$ cat src/rtl/pe_finish_barrier_if.sv
// Handshake bundle between the finish barrier, the PS start request and the PE array.
// The barrier connects through the master modport; the PS/PE side uses slave.
interface pe_finish_barrier_if #(
    parameter int unsigned NUM_PE     = 16,
    parameter int unsigned DATA_WIDTH = 32
);
    logic                  go;
    logic [NUM_PE-1:0]     pe_done;
    logic                  pe_start;
    logic [NUM_PE-1:0]     finished;
    logic                  busy;
    logic                  all_done;
    logic [DATA_WIDTH-1:0] step_idx;
    logic                  timeout;

    modport master (
        input  go,
        input  pe_done,
        output pe_start,
        output finished,
        output busy,
        output all_done,
        output step_idx,
        output timeout
    );

    modport slave (
        output go,
        output pe_done,
        input  pe_start,
        input  finished,
        input  busy,
        input  all_done,
        input  step_idx,
        input  timeout
    );
endinterface

$ cat src/rtl/pe_finish_barrier.sv
// Per-step launch/collect barrier for the diffusion step counter.
// Optional watchdog enabled by defining BARRIER_TIMEOUT_EN.
module pe_finish_barrier #(
    parameter int unsigned NUM_PE         = 16,
    parameter int unsigned DATA_WIDTH     = 32,
    parameter int unsigned MAX_STEPS      = 7,
    parameter int unsigned TIMEOUT_CYCLES = 65535
) (
    input  logic                clk,
    input  logic                rst,
    pe_finish_barrier_if.master bus
);

    typedef enum logic [2:0] {
        S_IDLE,
        S_LAUNCH,
        S_WAIT,
        S_RELEASE,
        S_DONE
    } state_t;

    localparam logic [DATA_WIDTH:0] MAX_EXT = (DATA_WIDTH + 1)'(MAX_STEPS);
    localparam state_t START_STATE = (MAX_STEPS > 0) ? S_LAUNCH : S_DONE;

    state_t                state, state_next;
    logic [NUM_PE-1:0]     finished_q;
    logic [DATA_WIDTH-1:0] step_q;
    logic                  timeout_q;

    logic [NUM_PE-1:0]     merged;
    logic                  all_in;
    logic [DATA_WIDTH:0]   step_inc;
    logic                  last_step;
    logic                  wd_expire;

`ifdef BARRIER_TIMEOUT_EN
    localparam int unsigned WD_W = $clog2(TIMEOUT_CYCLES + 1);
    logic [WD_W-1:0] wd_cnt;

    always_comb begin
        wd_expire = (32'(wd_cnt) + 32'd1) == TIMEOUT_CYCLES;
    end
`else
    always_comb begin
        wd_expire = 1'b0;
    end
`endif

    // step_idx + 1 is formed one bit wider so the limit compare cannot wrap
    always_comb begin
        merged    = finished_q | bus.pe_done;
        all_in    = &merged;
        step_inc  = {1'b0, step_q} + (DATA_WIDTH + 1)'(1);
        last_step = step_inc >= MAX_EXT;
    end

    always_ff @(posedge clk) begin
        if (rst) begin
            state <= S_IDLE;
        end else begin
            state <= state_next;
        end
    end

    always_comb begin
        state_next = state;
        case (state)
            S_IDLE:    if (bus.go) state_next = START_STATE;
            S_LAUNCH:  state_next = S_WAIT;
            S_WAIT: begin
                if (all_in)         state_next = S_RELEASE;
                else if (wd_expire) state_next = S_DONE;
            end
            S_RELEASE: state_next = last_step ? S_DONE : S_LAUNCH;
            S_DONE:    if (bus.go) state_next = START_STATE;
            default:   state_next = S_IDLE;
        endcase
    end

    always_ff @(posedge clk) begin
        if (rst) begin
            finished_q <= '0;
            step_q     <= '0;
            timeout_q  <= 1'b0;
`ifdef BARRIER_TIMEOUT_EN
            wd_cnt     <= '0;
`endif
        end else begin
            case (state)
                S_LAUNCH: begin
                    finished_q <= '0;
`ifdef BARRIER_TIMEOUT_EN
                    wd_cnt     <= '0;
`endif
                end
                S_WAIT: begin
                    if (!all_in && wd_expire) begin
                        finished_q <= '0;
                        timeout_q  <= 1'b1;
                    end else begin
                        finished_q <= merged;
                    end
`ifdef BARRIER_TIMEOUT_EN
                    wd_cnt <= wd_cnt + WD_W'(1);
`endif
                end
                S_RELEASE: begin
                    finished_q <= '0;
                    step_q     <= step_inc[DATA_WIDTH-1:0];
                end
                S_DONE: begin
                    finished_q <= '0;
                    if (bus.go) begin
                        step_q    <= '0;
                        timeout_q <= 1'b0;
                    end
                end
                default: finished_q <= '0;
            endcase
        end
    end

    assign bus.pe_start = (state == S_LAUNCH);
    assign bus.busy     = (state == S_LAUNCH) || (state == S_WAIT) || (state == S_RELEASE);
    assign bus.all_done = (state == S_DONE);
    assign bus.finished = finished_q;
    assign bus.step_idx = step_q;
    assign bus.timeout  = timeout_q;

endmodule

$ cat src/flat_wrapper.sv
// flat-port wrapper written by rule: the top's interface ports become plain ports
module pe_finish_barrier_flat 
#(
    parameter int unsigned NUM_PE         = 16,
    parameter int unsigned DATA_WIDTH     = 32,
    parameter int unsigned MAX_STEPS      = 7,
    parameter int unsigned TIMEOUT_CYCLES = 65535
)
  (clk, rst, bus_go, bus_pe_done, bus_pe_start, bus_finished, bus_busy, bus_all_done, bus_step_idx, bus_timeout);
  pe_finish_barrier_if #(.NUM_PE(NUM_PE), .DATA_WIDTH(DATA_WIDTH)) bus_i ();
  input  logic clk;
  input  logic rst;
  input wire logic [$bits(bus_i.go)-1:0] bus_go;
  input wire logic [$bits(bus_i.pe_done)-1:0] bus_pe_done;
  output wire logic [$bits(bus_i.pe_start)-1:0] bus_pe_start;
  output wire logic [$bits(bus_i.finished)-1:0] bus_finished;
  output wire logic [$bits(bus_i.busy)-1:0] bus_busy;
  output wire logic [$bits(bus_i.all_done)-1:0] bus_all_done;
  output wire logic [$bits(bus_i.step_idx)-1:0] bus_step_idx;
  output wire logic [$bits(bus_i.timeout)-1:0] bus_timeout;
  assign bus_i.go = bus_go;
  assign bus_i.pe_done = bus_pe_done;
  assign bus_pe_start = bus_i.pe_start;
  assign bus_finished = bus_i.finished;
  assign bus_busy = bus_i.busy;
  assign bus_all_done = bus_i.all_done;
  assign bus_step_idx = bus_i.step_idx;
  assign bus_timeout = bus_i.timeout;
  pe_finish_barrier #(.NUM_PE(NUM_PE), .DATA_WIDTH(DATA_WIDTH), .MAX_STEPS(MAX_STEPS), .TIMEOUT_CYCLES(TIMEOUT_CYCLES)) u_core (.clk(clk), .rst(rst), .bus(bus_i));
endmodule
$ cat config.mk
export PLATFORM = sky130hd
export DESIGN_NAME = pe_finish_barrier_flat
export DESIGN_NICKNAME = d
export VERILOG_FILES = /design/src/rtl/pe_finish_barrier_if.sv /design/src/rtl/pe_finish_barrier.sv /design/src/flat_wrapper.sv
export SDC_FILE = /design/constraint.sdc
export NUM_CORES = 1
export LEC_CHECK = 0
export ABC_AREA = 0
export BUFFER_PORTS_ARGS = -buffer_cell sky130_fd_sc_hd__buf_2
export CAP_MARGIN = 5
export CORE_ASPECT_RATIO = 1.4
export CORE_MARGIN = 1.5
export CORE_UTILIZATION = 54
export CTS_CLUSTER_DIAMETER = 150
export CTS_CLUSTER_SIZE = 30
export DETAILED_ROUTE_END_ITERATION = 6
export PLACE_DENSITY = 0.91
export SLEW_MARGIN = 30
export SYNTH_ARGS = -nofsm -noshare
export SYNTH_HDL_FRONTEND = slang
export SYNTH_SLANG_ARGS = --single-unit
$ cat constraint.sdc
create_clock -name clk -period 3.35 [get_ports clk]
set_clock_uncertainty 0.05 [all_clocks]
set_input_delay 0.5025 -clock clk [delete_from_list [all_inputs] [get_ports clk]]
set_output_delay 0.5025 -clock clk [all_outputs]
set_load 0.05 [all_outputs]
==> results of run 1 <==
[where the power goes]
| group | total, mW | internal [mW] | switching [mW] |
|---|---|---|---|
| sequential | 0.678 | 0.644 | 0.0336 |
| clock | 0.431 | 0.223 | 0.208 |
| combinational | 0.416 | 0.102 | 0.314 |
[stage by stage]
step	util [%]	power (mW)	instance area, sq um	std cells	hold slack, ps
global route	62.9	1.58	3450	528	386
finish	62.9	1.52	3450	528	375
detailed placement	60.8	1.10	3340	520	426
CTS	62.9	1.53	3450	528	372
global placement	60.8	1.09	3340	520	414
floorplan	-	1.00	3050	417	430
[kinds of logic (layout without fill, tap and decap cells)]
kind of cell / after synthesis / count (layout) / synth area share [%]
other cells: 1 / 1 / 0.123
buf+inv: 44 / 87 / 6.72
flops: 51 / 51 / 33.4
compound gates: 102 / 102 / 20.0
simple gates: 207 / 207 / 36.1
fa+ha+maj: 2 / 2 / 0.819
xor+xnor: 10 / 10 / 2.87
[state kept, by name, summed over array words and instances (netlist names)]
register and cells:
u_core.bus.step_idx 32, u_core.state 3, u_core.bus.finished 16
[layout by cell type, fill, tap and decap left out, drive strengths merged, types with 3 or more instances in the layout]
master / synthesis / final
a211oi: 3 / 3
a21oi: 36 / 36
a311oi: 10 / 10
a31oi: 6 / 6
and3: 5 / 5
and4: 6 / 6
buf: 15 / 74
clkbuf: 24 / 5
dfxtp: 51 / 51
inv: 5 / 5
nand2: 26 / 26
nand3: 20 / 20
nand3b: 3 / 3
nand4: 13 / 13
nand4b: 4 / 4
nor2: 74 / 74
nor3: 10 / 10
nor4: 20 / 20
o211ai: 3 / 3
o21ai: 31 / 31
o22ai: 3 / 3
or3: 10 / 10
or4: 8 / 8
xnor2: 8 / 8
[layer usage]
layer	share of wire, %	global-route usage, %	vias to the layer above
li1	-	-	1601
met1	38	29.2	1560
met3	7.8	3.80	42
met4	3.6	12.4	0
met2	50	48.8	194
met5	0	0	-
[layout make-up]
type	instances	area [sq um]	area share (%)
Sequential cell	51	1020	29.6
Clock inverter	3	43.8	1.27
Inverter	5	18.8	0.544
Timing Repair Buffer	74	383	11.1
Multi-Input combinational cell	322	1830	53.0
Clock buffer	5	68.8	2.00
Tap cell	68	85.1	2.47
[path summary, 6_finish.rpt]
kind                        endpoint  slack (ps)  cells after the start
min          u_core.bus.finished[14]         380                      3
max reg2reg          u_core.state[2]         400                      8
max                  u_core.state[2]         400                      8
min reg2reg  u_core.bus.finished[12]         450                      2
[cell usage after synthesis, drive strengths merged (8+ instances only)]
master / count
nand3: 20
clkbuf: 24
nand4: 13
or4: 8
nor2: 74
dfxtp: 51
or3: 10
nor4: 20
buf: 15
nand2: 26
a311oi: 10
a21oi: 36
nor3: 10
xnor2: 8
o21ai: 31
[critical path, cell delays in order, from the launching register on]
cell     delay (ps)
dfxtp_1         470
ha_1            330
nand3_1         260
or4_1           700
nor3_1          250
o22ai_1         110
nor4_1          320
nand2_1         130
o21a_1          210
==> implementation parameters, run 1 <==
Parameter                              Value

Clocking
  H-Tree Level Count    2
  Clk_lat worst skew    just over 300 ps
  TritonCTS Buffers    5
  Buffer cell driving the clock tree root    clkbuf_8
  TritonCTS clock tree    built
  Post-CTS resize count    0
  Post-CTS Setup Bufs    0
  Clock buffer depth    2
  Reg clk slew, reported paths    100 ps
  Count of hold-fix buffers inserted at cts    0
  Clock tree sinks    51

GRT
  First-pass GRT wire length    between 10000 and 15000 microns
  Number of global-route vias before repair    approximately 3000
  GR Overflow Total    0
  Combined global-route utilization of all metal layers    26.7%
  Initial antenna violation count    0
  Largest net degree at the start of global routing    39

Logic synthesis
  Fraction of the yosys area taken by sequential cells    33.4%
  Most used flip-flop cell after synthesis    dfxtp_1
  Synth Register Bits    a little over 50
  Largest cells by area after synthesis    dfxtp_1, nor2_1, a21oi_1
  Number of library cell types mapped by synthesis    52
  Area of the mapped netlist    roughly 3100 sq um
  Synth Instances    about 420
  Async SR Flop Fraction    0%
  Mean post-synth cell area    7.32 sq um
  Number of enable flip-flop cells after synthesis    0
  Fraction of synthesized cell area taken by the top area cell type    33.4%
  Leading area contributor after synthesis    dfxtp_1
  Yosys warning count    0
  Post-synth net total    438

STA
  Setup repair after global routing missed its margin    no
  Number of setup violations in the final report    0
  Period utilisation layout    87.9%
  Setup TNS after final layout    0 ps
  Time the final worst path needs with I/O delays and setup    2950 ps
  Tightest slew margin relative to the limit    54.7%
  Slew @ Worst Pin    673 ps
  Final worst setup slack    roughly 400 ps
  Hold violation count in the final report    0
  Peak clock frequency supported by timing    between 300 and 400 MHz
  Max-slew violations    0

Setup path
  Largest fanout on the critical path    10
  Endpoint type of the worst setup path    flop
  Critical path data arrival time    ~3100 ps
  Category of the critical setup timing path    reg2reg
  CP Data Required Time    approximately 3500 ps
  Origin of the critical flop-to-flop path    u_core.bus.step_idx[0]
  Critical path launch point type    flop
  Critical path launch point    u_core.bus.step_idx[0]

Power
  Max rail drop VDD    about 0.20 mV
  Power per Cell Area    442 nW/um^2
  Total leakage power    1.36 nW

Worst hold path
  Start point of the worst min-delay path    bus_pe_done[14]
  Class of the most critical hold timing path    in2reg

Cells and area
  Layout-stage area growth over the synthesis result    12.9%
  Number of antenna cells inserted    0
  Final-stage net count    480
  Share of layout cells above drive strength 1    20.2%
  Layout filler cell count    463

Floorplanning
  Starting density of the core    55.7%
  Die area    6120 sq um
  Chip width    66.6 microns
  Core Region    5490 sq um
  Die H    92.0 microns
  Io pins    between 70 and 80
  Number of rows created at floorplan    32

Route
  Via density per instance    6.43
  Violation count after the first detailed-route iteration    between 200 and 250
  # DRC    0
  Drt first pass iters    5
  Via total after detailed routing    3397
  Remaining number of nets flagged by the antenna check after routing    0
  Total wire length    8220 microns
  Routed WL per cell    ~16 microns

Place
  DPL Wire Length    5790 microns
  Count of input and output buffers    slightly below 70
  Placer's final routability congestion estimate    around 0.94
  Post-place setup slack    466 ps

Run
  Max-capacitance violation count    0

Run status
  Outcome    completed
No activity file was read; power rests on OpenSTA's default activity.
==> run 2: changes to the inputs <==
--- a/config.mk
+++ b/config.mk
@@ -7,7 +7,6 @@
 export LEC_CHECK = 0
 export ABC_AREA = 0
 export BUFFER_PORTS_ARGS = -buffer_cell sky130_fd_sc_hd__buf_2
-export CAP_MARGIN = 5
 export CORE_ASPECT_RATIO = 1.4
 export CORE_MARGIN = 1.5
 export CORE_UTILIZATION = 54
@@ -15,6 +14,7 @@
 export CTS_CLUSTER_SIZE = 30
 export DETAILED_ROUTE_END_ITERATION = 6
 export PLACE_DENSITY = 0.91
+export REMOVE_ABC_BUFFERS = 1
 export SLEW_MARGIN = 30
 export SYNTH_ARGS = -nofsm -noshare
 export SYNTH_HDL_FRONTEND = slang
==> run 2 against run 1 <==
Largest cell class unchanged. Register-to-register slack better by 98 ps. Die area unchanged. Critical path depth unchanged. Flip-flop and latch count unchanged. Largest power group unchanged. Highest routed layer unchanged. Fmax up 3.5%.
==> implementation parameters, run 2 (synthesis gave the netlist of run 1 again) <==
Parameter                              Value

Run status
  Outcome    completed (unchanged)

Route
  Via density per instance    6.33 (was 6.43)
  Via total after detailed routing    3354 (was 3397)
  Remaining number of nets flagged by the antenna check after routing    0 (unchanged)
  Total wire length    7960 microns (was 8220 microns)
  Violation count after the first detailed-route iteration    216 (was 222)
  Drt first pass iters    5 (unchanged)
  # DRC    0 (unchanged)
  Routed WL per cell    15.0 microns (was 15.6 microns)

Run
  Max-capacitance violation count    0 (unchanged)

STA
  Period utilisation layout    85.0% (was 87.9%)
  Slew @ Worst Pin    765 ps (was 673 ps)
  Setup repair after global routing missed its margin    no (unchanged)
  Number of setup violations in the final report    0 (unchanged)
  Tightest slew margin relative to the limit    48.5% (was 54.7%)
  Max-slew violations    0 (unchanged)
  Hold violation count in the final report    0 (unchanged)
  Final worst setup slack    503 ps (was 405 ps)
  Setup TNS after final layout    0 ps (unchanged)
  Peak clock frequency supported by timing    351 MHz (was 340 MHz)
  Time the final worst path needs with I/O delays and setup    2850 ps (was 2950 ps)

Floorplanning
  Io pins    71 (unchanged)
  Starting density of the core    55.7% (unchanged)
  Chip width    66.6 microns (unchanged)
  Number of rows created at floorplan    32 (unchanged)
  Die H    92.0 microns (unchanged)
  Die area    6120 sq um (unchanged)
  Core Region    5490 sq um (unchanged)

Setup path
  Endpoint type of the worst setup path    flop (unchanged)
  CP Data Required Time    3510 ps (about the same)
  Critical path launch point type    flop (unchanged)
  Reg2reg path depth    8 (unchanged)
  Worst flop-to-flop path endpoint    u_core.state[2] (unchanged)
  Critical path data arrival time    3010 ps (was 3110 ps)
  Category of the critical setup timing path    reg2reg (unchanged)
  Register-to-register path setup slack    500 ps (was 400 ps)
  Largest fanout on the critical path    10 (unchanged)
  Origin of the critical flop-to-flop path    u_core.bus.step_idx[0] (unchanged)

Power
  Clock network power share    24.2% (was 28.3%)
  Power per Cell Area    418 nW/um^2 (was 442 nW/um^2)
  Net switching power    544 uW (was 556 uW)
  Combinational share of power    28.6% (was 27.3%)
  Sequential cell fraction of total power    47.2% (was 44.4%)
  Switching power share of the total    37.9% (was 36.5%)
  Total leakage power    1.35 nW (was 1.36 nW)
  Design internal power    891 uW (was 969 uW)
  Max rail drop VDD    0.208 mV (was 0.202 mV)

GRT
  First-pass GRT wire length    13200 microns (was 13100 microns)
  Initial antenna violation count    0 (unchanged)
  Combined global-route utilization of all metal layers    27.0% (was 26.7%)
  Largest net degree at the start of global routing    27 (was 39)
  Number of global-route vias before repair    2976 (was 2977)
  GR Overflow Total    0 (unchanged)

Worst hold path
  Worst hold path stage count    3 (unchanged)
  Class of the most critical hold timing path    in2reg (unchanged)
  Worst min-delay path endpoint    u_core.bus.finished[5] (was u_core.bus.finished[14])
  Start point of the worst min-delay path    bus_pe_done[5] (was bus_pe_done[14])

Cells and area
  Highest-count cells in the layout ignoring fill and taps    nor2_1, buf_2, dfxtp_1 (unchanged)
  Final standard cell utilization of the core    62.6% (was 62.9%)
  Final-stage net count    482 (was 480)
  Non-filler instance count after layout    530 (was 528)
  Number of antenna cells inserted    0 (unchanged)
  Layout-stage area growth over the synthesis result    12.5% (was 12.9%)
  Share of layout cells above drive strength 1    20.3% (was 20.2%)
  Most frequent standard cell in the layout excluding fill and tap cells    nor2_1 (unchanged)
  Flip-flop count of the largest register, all copies and words added    32 (unchanged)

Clocking
  Count of hold-fix buffers inserted at cts    0 (unchanged)
  Reg clk slew, reported paths    90 ps (was 100 ps)
  Clock buffer depth    2 (unchanged)
  TritonCTS clock tree    built (unchanged)
  Post-CTS resize count    0 (unchanged)
  Post-CTS Setup Bufs    0 (unchanged)
  H-Tree Level Count    2 (unchanged)
  TritonCTS Buffers    5 (unchanged)
  Clock tree sinks    51 (unchanged)
  Buffer cell driving the clock tree root    clkbuf_8 (unchanged)
  Clk_lat worst skew    310 ps (about the same)

Place
  Count of input and output buffers    69 (unchanged)
  Placer's final routability congestion estimate    0.968 (was 0.941)
  DPL Wire Length    5730 microns (was 5790 microns)
  Post-place setup slack    534 ps (was 466 ps)
  Placed instance count    522 (was 520)
[run 2: worst max path at each step]
stage                           start               to  slack (ps)  cells past startpoint
2_1_floorplan  u_core.bus.step_idx[0]  u_core.state[2]         440                      8
3_3_place_gp   u_core.bus.step_idx[0]  u_core.state[2]         640                      8
3_5_place_dp   u_core.bus.step_idx[0]  u_core.state[2]         530                      8
4_1_cts        u_core.bus.step_idx[0]  u_core.state[2]         520                      8
5_1_grt        u_core.bus.step_idx[0]  u_core.state[2]         310                      8
6_report       u_core.bus.step_idx[0]  u_core.state[2]         500                      8
[run 2: layer usage]
metal	vias to the layer above	global-route usage [%]	wire length, microns
li1	1608	-	-
met1	1554	30.6	3060
met2	156	47.6	3990
met3	36	4.54	577
met4	0	13.1	323
met5	-	0	0
[run 2: final cells by class]
| cell class | instances | area (sq um) |
|---|---|---|
| inverters | 5 | 18.8 |
| repair buffers | 76 | 398 |
| multi-input cells | 322 | 1830 |
| well taps | 68 | 85.1 |
| clock buffers | 6 | 72.6 |
| flip-flops and latches | 51 | 1020 |
| clock inverters | 2 | 12.5 |
| fillers | 509 | 2050 |
[run 2: per-stage QoR]
stage / hold slack [ps] / instance area (sq um) / power, mW
4_1_cts: 376 / 3440 / 1.44
6_report: 379 / 3440 / 1.44
3_3_place_gp: 414 / 3350 / 1.09
3_5_place_dp: 428 / 3350 / 1.10
5_1_grt: 381 / 3440 / 1.52
2_1_floorplan: 430 / 2870 / 0.985
[run 2: power by group through the flow]
stage / sequential (mW) / clock, mW / combinational [mW]
4_1_cts: 0.677 / 0.357 / 0.409
3_3_place_gp: 0.688 / 0 / 0.401
6_report: 0.677 / 0.348 / 0.410
2_1_floorplan: 0.781 / 0 / 0.204
3_5_place_dp: 0.692 / 0 / 0.407
5_1_grt: 0.686 / 0.385 / 0.447
[run 2: worst max-delay path, cell delays in order (launching register included)]
cell,delay [ps]
dfxtp_1,470
ha_1,330
nand3_1,260
or4_1,730
nor3_1,240
o22ai_1,90
nor4_1,270
nand2_1,120
o21a_1,200
